File: src/rtl/output_port_arbiter_pkg.sv
// Shared types and constants for the router output-port arbiter.
// Covers the port count, port index, flit-type encoding and arbiter FSM states.
package output_port_arbiter_pkg;

  localparam int unsigned N_PORTS = 5;
  localparam int unsigned IDX_W   = 3;

  typedef logic [IDX_W-1:0] port_idx_t;

  // {head, tail} of the flit currently presented by a requester
  typedef enum logic [1:0] {
    FLIT_BODY   = 2'b00,
    FLIT_TAIL   = 2'b01,
    FLIT_HEAD   = 2'b10,
    FLIT_SINGLE = 2'b11
  } flit_type_e;

  typedef enum logic {
    ST_IDLE   = 1'b0,
    ST_LOCKED = 1'b1
  } arb_state_t;

  function automatic flit_type_e flit_type(logic head, logic tail);
    return flit_type_e'({head, tail});
  endfunction

  // Round-robin successor of idx among n ports
  function automatic port_idx_t next_idx(port_idx_t idx, int unsigned n);
    return ((32'(idx) + 32'd1) >= n) ? '0 : IDX_W'(32'(idx) + 32'd1);
  endfunction

endpackage

File: src/rtl/output_port_arbiter_if.sv
// Request/grant bundle between the input routers and one output-port arbiter.
// master drives requests and buffer readiness; slave is the arbiter.
interface output_port_arbiter_if #(
  parameter int unsigned N_PORTS = output_port_arbiter_pkg::N_PORTS
);
  import output_port_arbiter_pkg::*;

  logic [N_PORTS-1:0] req_i;
  logic [N_PORTS-1:0] head_i;
  logic [N_PORTS-1:0] tail_i;
  logic               ready_i;
  logic [N_PORTS-1:0] grant_o;
  port_idx_t          owner_o;
  logic               busy_o;

  modport master (
    output req_i, head_i, tail_i, ready_i,
    input  grant_o, owner_o, busy_o
  );

  modport slave (
    input  req_i, head_i, tail_i, ready_i,
    output grant_o, owner_o, busy_o
  );

endinterface

File: src/rtl/output_port_arbiter_rr_picker.sv
// Combinational masked round-robin priority encoder: first eligible port at or
// above rr_ptr, otherwise the lowest eligible port.
module rr_picker #(
  parameter int unsigned N_PORTS = output_port_arbiter_pkg::N_PORTS
) (
  input  logic [N_PORTS-1:0]                eligible,
  input  output_port_arbiter_pkg::port_idx_t rr_ptr,
  output logic [N_PORTS-1:0]                grant_c,
  output output_port_arbiter_pkg::port_idx_t idx_c,
  output logic                              valid_c
);
  import output_port_arbiter_pkg::*;

  logic found;

  always_comb begin
    found   = 1'b0;
    idx_c   = '0;
    grant_c = '0;
    // Upper (masked) half first, then wrap around to the low ports
    for (int unsigned i = 0; i < N_PORTS; i++) begin
      if (!found && eligible[i] && (i >= 32'(rr_ptr))) begin
        found = 1'b1;
        idx_c = IDX_W'(i);
      end
    end
    for (int unsigned i = 0; i < N_PORTS; i++) begin
      if (!found && eligible[i]) begin
        found = 1'b1;
        idx_c = IDX_W'(i);
      end
    end
    if (found) begin
      grant_c = N_PORTS'(1) << idx_c;
    end
    valid_c = found;
  end

endmodule

File: src/rtl/output_port_arbiter.sv
// Output-port arbiter for a wormhole router: round-robin over requesters.
// Define ARB_PKT_LOCK_EN for per-packet locking; default build arbitrates per flit.
module output_port_arbiter #(
  parameter int unsigned N_PORTS = output_port_arbiter_pkg::N_PORTS
) (
  input  logic                  clk,
  input  logic                  arst,
  output_port_arbiter_if.slave  bus
);
  import output_port_arbiter_pkg::*;

  arb_state_t         state_q, state_d;
  port_idx_t          rr_ptr_q, rr_ptr_d;
  port_idx_t          owner_q, owner_d;

  logic [N_PORTS-1:0] eligible_c;
  logic [N_PORTS-1:0] pick_grant_c;
  port_idx_t          pick_idx_c;
  logic               pick_valid_c;
  logic [N_PORTS-1:0] grant_c;

  rr_picker #(.N_PORTS(N_PORTS)) u_rr_picker (
    .eligible (eligible_c),
    .rr_ptr   (rr_ptr_q),
    .grant_c  (pick_grant_c),
    .idx_c    (pick_idx_c),
    .valid_c  (pick_valid_c)
  );

  // State register
  always_ff @(posedge clk) begin
    if (arst) begin
      state_q  <= ST_IDLE;
      rr_ptr_q <= '0;
      owner_q  <= '0;
    end else begin
      state_q  <= state_d;
      rr_ptr_q <= rr_ptr_d;
      owner_q  <= owner_d;
    end
  end

`ifdef ARB_PKT_LOCK_EN
  logic [N_PORTS-1:0] owner_onehot_c;

  // Only head flits may open a packet; a locked port arbitrates nobody
  assign eligible_c     = (state_q == ST_IDLE) ? (bus.req_i & bus.head_i) : '0;
  assign owner_onehot_c = N_PORTS'(1) << owner_q;

  always_comb begin
    state_d  = state_q;
    rr_ptr_d = rr_ptr_q;
    owner_d  = owner_q;
    grant_c  = '0;
    case (state_q)
      ST_IDLE: begin
        grant_c = pick_grant_c;
        if (pick_valid_c && bus.ready_i) begin
          owner_d  = pick_idx_c;
          rr_ptr_d = next_idx(pick_idx_c, N_PORTS);
          if (flit_type(bus.head_i[pick_idx_c], bus.tail_i[pick_idx_c]) != FLIT_SINGLE) begin
            state_d = ST_LOCKED;
          end
        end
      end
      ST_LOCKED: begin
        // Owner bubble keeps the lock with no grant
        if (bus.req_i[owner_q]) begin
          grant_c = owner_onehot_c;
          if (bus.ready_i && bus.tail_i[owner_q]) begin
            state_d = ST_IDLE;
          end
        end
      end
      default: begin
        state_d = ST_IDLE;
      end
    endcase
  end

  assign bus.busy_o = !arst && (state_q == ST_LOCKED);
`else
  logic unused_flit_bits;

  assign eligible_c       = bus.req_i;
  assign unused_flit_bits = ^{bus.head_i, bus.tail_i, state_q};

  always_comb begin
    state_d  = ST_IDLE;
    rr_ptr_d = rr_ptr_q;
    owner_d  = owner_q;
    grant_c  = pick_grant_c;
    if (pick_valid_c && bus.ready_i) begin
      owner_d  = pick_idx_c;
      rr_ptr_d = next_idx(pick_idx_c, N_PORTS);
    end
  end

  assign bus.busy_o = 1'b0;
`endif

  assign bus.grant_o = arst ? '0 : grant_c;
  assign bus.owner_o = owner_q;

endmodule
File: src/flat_wrapper.sv
// flat-port wrapper written by rule: the top's interface ports become plain ports
module output_port_arbiter_flat import output_port_arbiter_pkg::*;
#(
  parameter int unsigned N_PORTS = output_port_arbiter_pkg::N_PORTS
)
  (clk, arst, bus_req_i, bus_head_i, bus_tail_i, bus_ready_i, bus_grant_o, bus_owner_o, bus_busy_o);
  output_port_arbiter_if #(.N_PORTS(N_PORTS)) bus_i ();
  input  logic clk;
  input  logic arst;
  input wire logic [$bits(bus_i.req_i)-1:0] bus_req_i;
  input wire logic [$bits(bus_i.head_i)-1:0] bus_head_i;
  input wire logic [$bits(bus_i.tail_i)-1:0] bus_tail_i;
  input wire logic [$bits(bus_i.ready_i)-1:0] bus_ready_i;
  output wire logic [$bits(bus_i.grant_o)-1:0] bus_grant_o;
  output wire logic [$bits(bus_i.owner_o)-1:0] bus_owner_o;
  output wire logic [$bits(bus_i.busy_o)-1:0] bus_busy_o;
  assign bus_i.req_i = bus_req_i;
  assign bus_i.head_i = bus_head_i;
  assign bus_i.tail_i = bus_tail_i;
  assign bus_i.ready_i = bus_ready_i;
  assign bus_grant_o = bus_i.grant_o;
  assign bus_owner_o = bus_i.owner_o;
  assign bus_busy_o = bus_i.busy_o;
  output_port_arbiter #(.N_PORTS(N_PORTS)) u_core (.clk(clk), .arst(arst), .bus(bus_i));
endmodule
File: config.mk
export PLATFORM = sky130hd
export DESIGN_NAME = output_port_arbiter_flat
export DESIGN_NICKNAME = d
export VERILOG_FILES = /design/src/rtl/output_port_arbiter_pkg.sv /design/src/rtl/output_port_arbiter_if.sv /design/src/rtl/output_port_arbiter_rr_picker.sv /design/src/rtl/output_port_arbiter.sv /design/src/flat_wrapper.sv
export SDC_FILE = /design/constraint.sdc
export NUM_CORES = 1
export LEC_CHECK = 0
export ABC_AREA = 1
export BUFFER_PORTS_ARGS = -buffer_cell sky130_fd_sc_hd__buf_2
export CELL_PAD_IN_SITES_DETAIL_PLACEMENT = 0
export CELL_PAD_IN_SITES_GLOBAL_PLACEMENT = 2
export CORE_UTILIZATION = 25
export CTS_BUF_LIST = sky130_fd_sc_hd__clkbuf_4 sky130_fd_sc_hd__clkbuf_8
export CTS_CLUSTER_SIZE = 25
export DETAILED_ROUTE_END_ITERATION = 7
export PLACE_DENSITY = 0.81
export SYNTH_ARGS = -nofsm -noshare
export SYNTH_HDL_FRONTEND = slang
export SYNTH_SLANG_ARGS = --single-unit
File: constraint.sdc
create_clock -name clk -period 2.93 [get_ports clk]
set_input_delay 0.293 -clock clk [delete_from_list [all_inputs] [get_ports clk]]
set_output_delay 0.293 -clock clk [all_outputs]
set_load 0.1 [all_outputs]
[Word-level counts from Yosys, hierarchy flattened]
Cells that the tools add are included.
Operators by class
  add/subtract/negate cells: 1
  mux-type cells: 22
  $mul: 0
  reduce and logical (&&, ||, !) cells: 24
  bitwise gates (word level): 0
  eq/ne operators: 0
  shifts and indexed selects: 1
  order comparisons: 6
  div/mod/pow operators: 0
Operators by type and width (number)
  greater-or-equal comparator 32 x 3 -> 1 bit, second input constant: 1
  two-way mux 3 bit: 9
  logical AND 1 bit: 15
  two-way mux 1 bit: 11
  two-way mux 5 bit: 2
  zero test 1 bit: 9
  greater-or-equal comparator 1 x 3 -> 1 bit, first input constant: 2
  greater-or-equal comparator 2 x 3 -> 1 bit, first input constant: 2
  << shifter 1 x 3 -> 5 bit, first input constant: 1
  adder 3 x 1 -> 4 bit, second input constant: 1
  greater-or-equal comparator 3 bit, first input constant: 1
Storage, ports and cells
  input port bits: 18
  bits in read-only memories: 0
  memories: 0
  output and inout port bits: 9
  register bits: 6
  RAM bits: 0
  word-level logic and storage cells: 56
  latch bits: 0

[Depth between registers and ports, before layout]
  depth in word-level cells: 37
  mapped depth: 13
  mapped depth without buffers: 13

[Modules after synthesis]
A second synthesis with hierarchy kept.
Second synthesis, totals
  cell total of the unflattened synthesis: 94
  area total of the unflattened synthesis: 590.6 µm²
By module, submodules not included
  output_port_arbiter: cells each 47, seq. area each 120.1 µm², instances 1, area an instance 329.1 µm²
  rr_picker: cells each 47, seq. area each 0.0 µm², instances 1, area an instance 261.5 µm²

[Least setup slack after synthesis]
No wires, ideal clock.
  kind: reg2out
  start: register u_core.rr_ptr_q[2]
  end: output port bus_grant_o[2]
  buffers on the path: 0
  data required time: 2637 ps
  stages on the path, launching flop included: 10
  data arrival time: 2635 ps
  path slack: 2 ps
  cells stage by stage: dfxtp_1 nor2_1 a21oi_2 nand4_2 nor2_4 nand3_1 o211ai_1 ha_1 nand2_1 nor2_1
On the way
  cells in the longest elaborated chain, start to end: 37
  elaborated cells on any way between the ends: 50
  classes of those cells: 5 x order compare; 1 x shift; 21 x mux; 23 x reduce/logical
RTL lines
  from (decl): RTL line output_port_arbiter.sv:13  | port_idx_t rr_ptr_q, rr_ptr_d;
  from (signal assigned): RTL line output_port_arbiter.sv:38  | rr_ptr_q <= rr_ptr_d;
  greater-or-equal comparator 1 x 3 -> 1 bit: RTL line output_port_arbiter_rr_picker.sv:22  | if (!found && eligible[i] && (i >= 32'(rr_ptr))) begin
  logical AND 1 bit: RTL line output_port_arbiter_rr_picker.sv:22
  two-way mux 1 bit: RTL line output_port_arbiter_rr_picker.sv:22
  zero test 1 bit: RTL line output_port_arbiter_rr_picker.sv:22
  logical AND 1 bit (2 in series): RTL line output_port_arbiter_rr_picker.sv:22
  two-way mux 1 bit: RTL line output_port_arbiter_rr_picker.sv:22
  zero test 1 bit: RTL line output_port_arbiter_rr_picker.sv:22
  logical AND 1 bit (2 in series): RTL line output_port_arbiter_rr_picker.sv:22
  (+20 left out)
  two-way mux 1 bit: RTL line output_port_arbiter_rr_picker.sv:28  | if (!found && eligible[i]) begin
  zero test 1 bit: RTL line output_port_arbiter_rr_picker.sv:28
  logical AND 1 bit: RTL line output_port_arbiter_rr_picker.sv:28
  two-way mux 3 bit (*): RTL line output_port_arbiter_rr_picker.sv:28
  named net u_core.pick_idx_c[1]: RTL line output_port_arbiter.sv:18  | port_idx_t pick_idx_c;
  << shifter 1 x 3 -> 5 bit (*): RTL line output_port_arbiter_rr_picker.sv:34  | grant_c = N_PORTS'(1) << idx_c;
  two-way mux 5 bit (*): RTL line output_port_arbiter_rr_picker.sv:33  | if (found) begin
  two-way mux 5 bit (*): RTL line output_port_arbiter.sv:102  | assign bus.grant_o = arst ? '0 : grant_c;
  to (decl): RTL line flat_wrapper.sv:14  | output wire logic [$bits(bus_i.grant_o)-1:0] bus_grant_o;
The timed path passes the listed nets; every way through them passes the cells marked *.

[Worst setup path in the final report]
  start: register u_core.rr_ptr_q[2]
  end: output port bus_grant_o[3]
The elaborated chain is that of the path after synthesis.

==> results.yml <==
outcome:
  status: "finished clean"
yosys:
  yosysWarnings: 0
  synth.yosys.seq_area_share_pct: 20.8
  synthCells: 85
  synthSimpleGateAreaFrac_pct: 42.1
  synth_compound_area_share_pct: 12.4
  postSynthNetCount: 109
  yosys_register_bits: 6
  ys_top_cells_by_count: "17 x nand2_1, 13 x inv_1, 11 x nor2_1"
  synth_xor_xnor_area_share_pct: 0
  synthAdderAreaFrac_pct: 13.0
  synth_top_family_by_area: "simple AND/OR/NAND/NOR gates"
  synthMuxAreaShare_pct: 0
  post-synth-top-area-cell: "dfxtp_1"
  syn_area_sq_um: 577
  yosys.area.top_type_share_pct: 20.8
  synth_area_leaders: "dfxtp_1 21%, ha_1 13%, nand2_1 11%"
  synth_most_common_cell: "nand2_1"
  synth.avg_cell_area_sq_um: 6.79
  synthArstFlopShare_pct: 0
  ys.flop_type: "dfxtp_1"
  ys_types: 24
  synth_edf_count: 0
power_and_ir_drop:
  vdd_drop_max_v: 0.000258
  p_per_area_nw_per_um2: 465
  power.leakage_uw: 0.000369
floorplanning:
  die-area_sq_um: 2500
  die_y_um: 50.0
  start_util_pct: 26.3
  ioPinCount: 27
  rows: 17
  die_w_um: 50.0
  core_sq_um: 2190
drt:
  first_pass_iters: 4
  vias: 553
  drt_iter0_drc: 10
  wirelength_um: 1180
  postRouteAntennaNets: 0
  drc: 0
  vias_per_cell: 4.25
  wl_per_cell_um: 9.05
setup_path:
  startpoint: "u_core.rr_ptr_q[2]"
  critPathCaptureType: "output port"
  slowest_stage: "dfxtp_1"
  crit_arrival_ns: 2.37
  crit_family: "simple AND/OR/NAND/NOR gates"
  path_class: "register to output port"
  crit_path_start_kind: "register"
  slowest_delay_ns: 0.42
  r2r_start: "u_core.rr_ptr_q[2]"
  path_cells: "nor2_1, a21oi_2, nand4_2, nor2_4, nand3_1, o211ai_1, ha_1, ha_1, nand3_1, inv_1, buf_4"
  crit_buf_inv: 2
  crit_fanout: 6
  crit_required_ns: 2.64
global_routing:
  grt.total_usage_pct: 11.3
  grt_max_degree: 7
  grt_pass1_wl_um: 2130
  gr-total-overflow: 0
  grt_pass1_vias: 540
  antenna_found_initial: 0
layout:
  final_cell_area_sq_um: 704
  syn2layout_area_growth_pct: 22.1
  antenna_cells: 0
  nets: 128
  layout-drive-gt1-share_pct: 30.4
timing:
  rsz0062_at_grt: "false"
  fin_setup_tns_ns: 0
  finalSetupViolCount: 0
  finalClockSkew_ns: 0.000773
  hold_violations: 0
  fin_crit_sh_pct: 90.8
  period_needed_ns: 2.66
  timing.fmax_mhz: 376
  drv_slew: 0
placement:
  dp_hpwl_um: 1010
  routabilityCongestion: 0.758
  dpl-instance-area_sq_um: 679
  port_buffers: 15
hold_path:
  min-delay-start: "arst"
  hp-class: "input pin to register"
clock_tree:
  clkTransAtPathRegs_ns: 0.04
  cts_tree: "yes"
  clock_latency_ns: 0.24
  htreeDepth: 1
  clk_root_buffer_cell: "clkbuf_4"
  cts_inserted_buffers: 3
  cts_sinks: 6
  cts_buffer_depth: 2
job:
  drv_cap: 0
-- report_power, final --
part | total [uW] | leakage, uW | switching (uW) | internal [uW]
sequential | 94.5 | 0.0000494 | 5.35 | 89.1
combinational | 160 | 0.000305 | 124 | 36.3
clock | 72.6 | 0.0000138 | 26.5 | 46.1
total | 327 | 0.000369 | 156 | 172
-- cell usage in the layout, fill, tap and decap left out, drive strengths merged --
cell / n
nand2: 19
buf: 15
inv: 15
nor2: 12
nand3: 8
ha: 6
dfxtp: 6
a21oi: 6
nand4: 4
clkbuf: 3
o21ai: 3
o211ai: 1
and2: 1
o21a: 1
nor3: 1
conb: 1
-- routing by layer --
| metal | up-vias | global-route usage (%) | part of all wire, % |
|---|---|---|---|
| met2 | 12 | 20.0 | 46 |
| li1 | 304 | - | - |
| met1 | 235 | 11.9 | 48 |
| met3 | 2 | 2.16 | 5.0 |
| met5 | - | 0 | 0 |
| met4 | 0 | 7.14 | 0.77 |
-- per-stage QoR --
step | hold slack [ns] | utilization (%) | setup WS [ns] | cells | total power (uW)
after floorplan | 0.355 | - | 0.00178 | 85 | 228
after global placement | 0.465 | 31.0 | 0.316 | 127 | 257
after detailed placement | 0.479 | 31.0 | 0.302 | 127 | 257
after CTS | 0.273 | 32.0 | 0.0976 | 130 | 334
after global routing | 0.278 | 32.2 | 0.0120 | 130 | 352
final | 0.278 | 32.2 | 0.269 | 130 | 327
-- cell type report --
class	count	area (sq um)
Multi-Input combinational cell	63	393
Sequential cell	6	120
Clock buffer	3	22.5
Timing Repair Buffer	15	77.6
Inverter	15	56.3
Fill cell	264	1490
Tap cell	28	35.0
-- cell families after synthesis --
family | after synthesis
buffers and inverters | 16
AOI/OAI and AO/OA | 11
DFF | 6
and+or+nand+nor | 45
adders and majority gates | 6
other | 1
-- what timing repair did --
action | 4_1_cts | 5_1_grt
setup endpoints to repair | 0 | 1
gates resized for setup | 0 | 2
setup buffers | 0 | 0
hold buffers | 0 | 0
-- path summary, 6_finish.rpt --
kind / end / cells past startpoint / slack (ns)
worst max register to register: u_core.rr_ptr_q[1] / 10 / 0.89
worst max-delay path: bus_grant_o[3] / 11 / 0.27
worst min register to register: u_core.bus.owner_o[0] / 2 / 0.48
worst min-delay path: u_core.rr_ptr_q[0] / 2 / 0.28
-- sequential cells by signal, indices dropped and copies added (netlist names) --
name / cells
u_core.bus.owner_o: 3
u_core.rr_ptr_q: 3
-- worst register-to-register path, cell delays in order, from the launching register on --
cell and delay (ns):
dfxtp_1 0.42, nor2_1 0.10, a21oi_2 0.19, nand4_2 0.12, nor2_4 0.17, nand3_1 0.12, o211ai_1 0.20, inv_1 0.11
ha_1 0.29, nand4_1 0.09, a21oi_1 0.15
No activity file was read; power rests on OpenSTA's default activity.
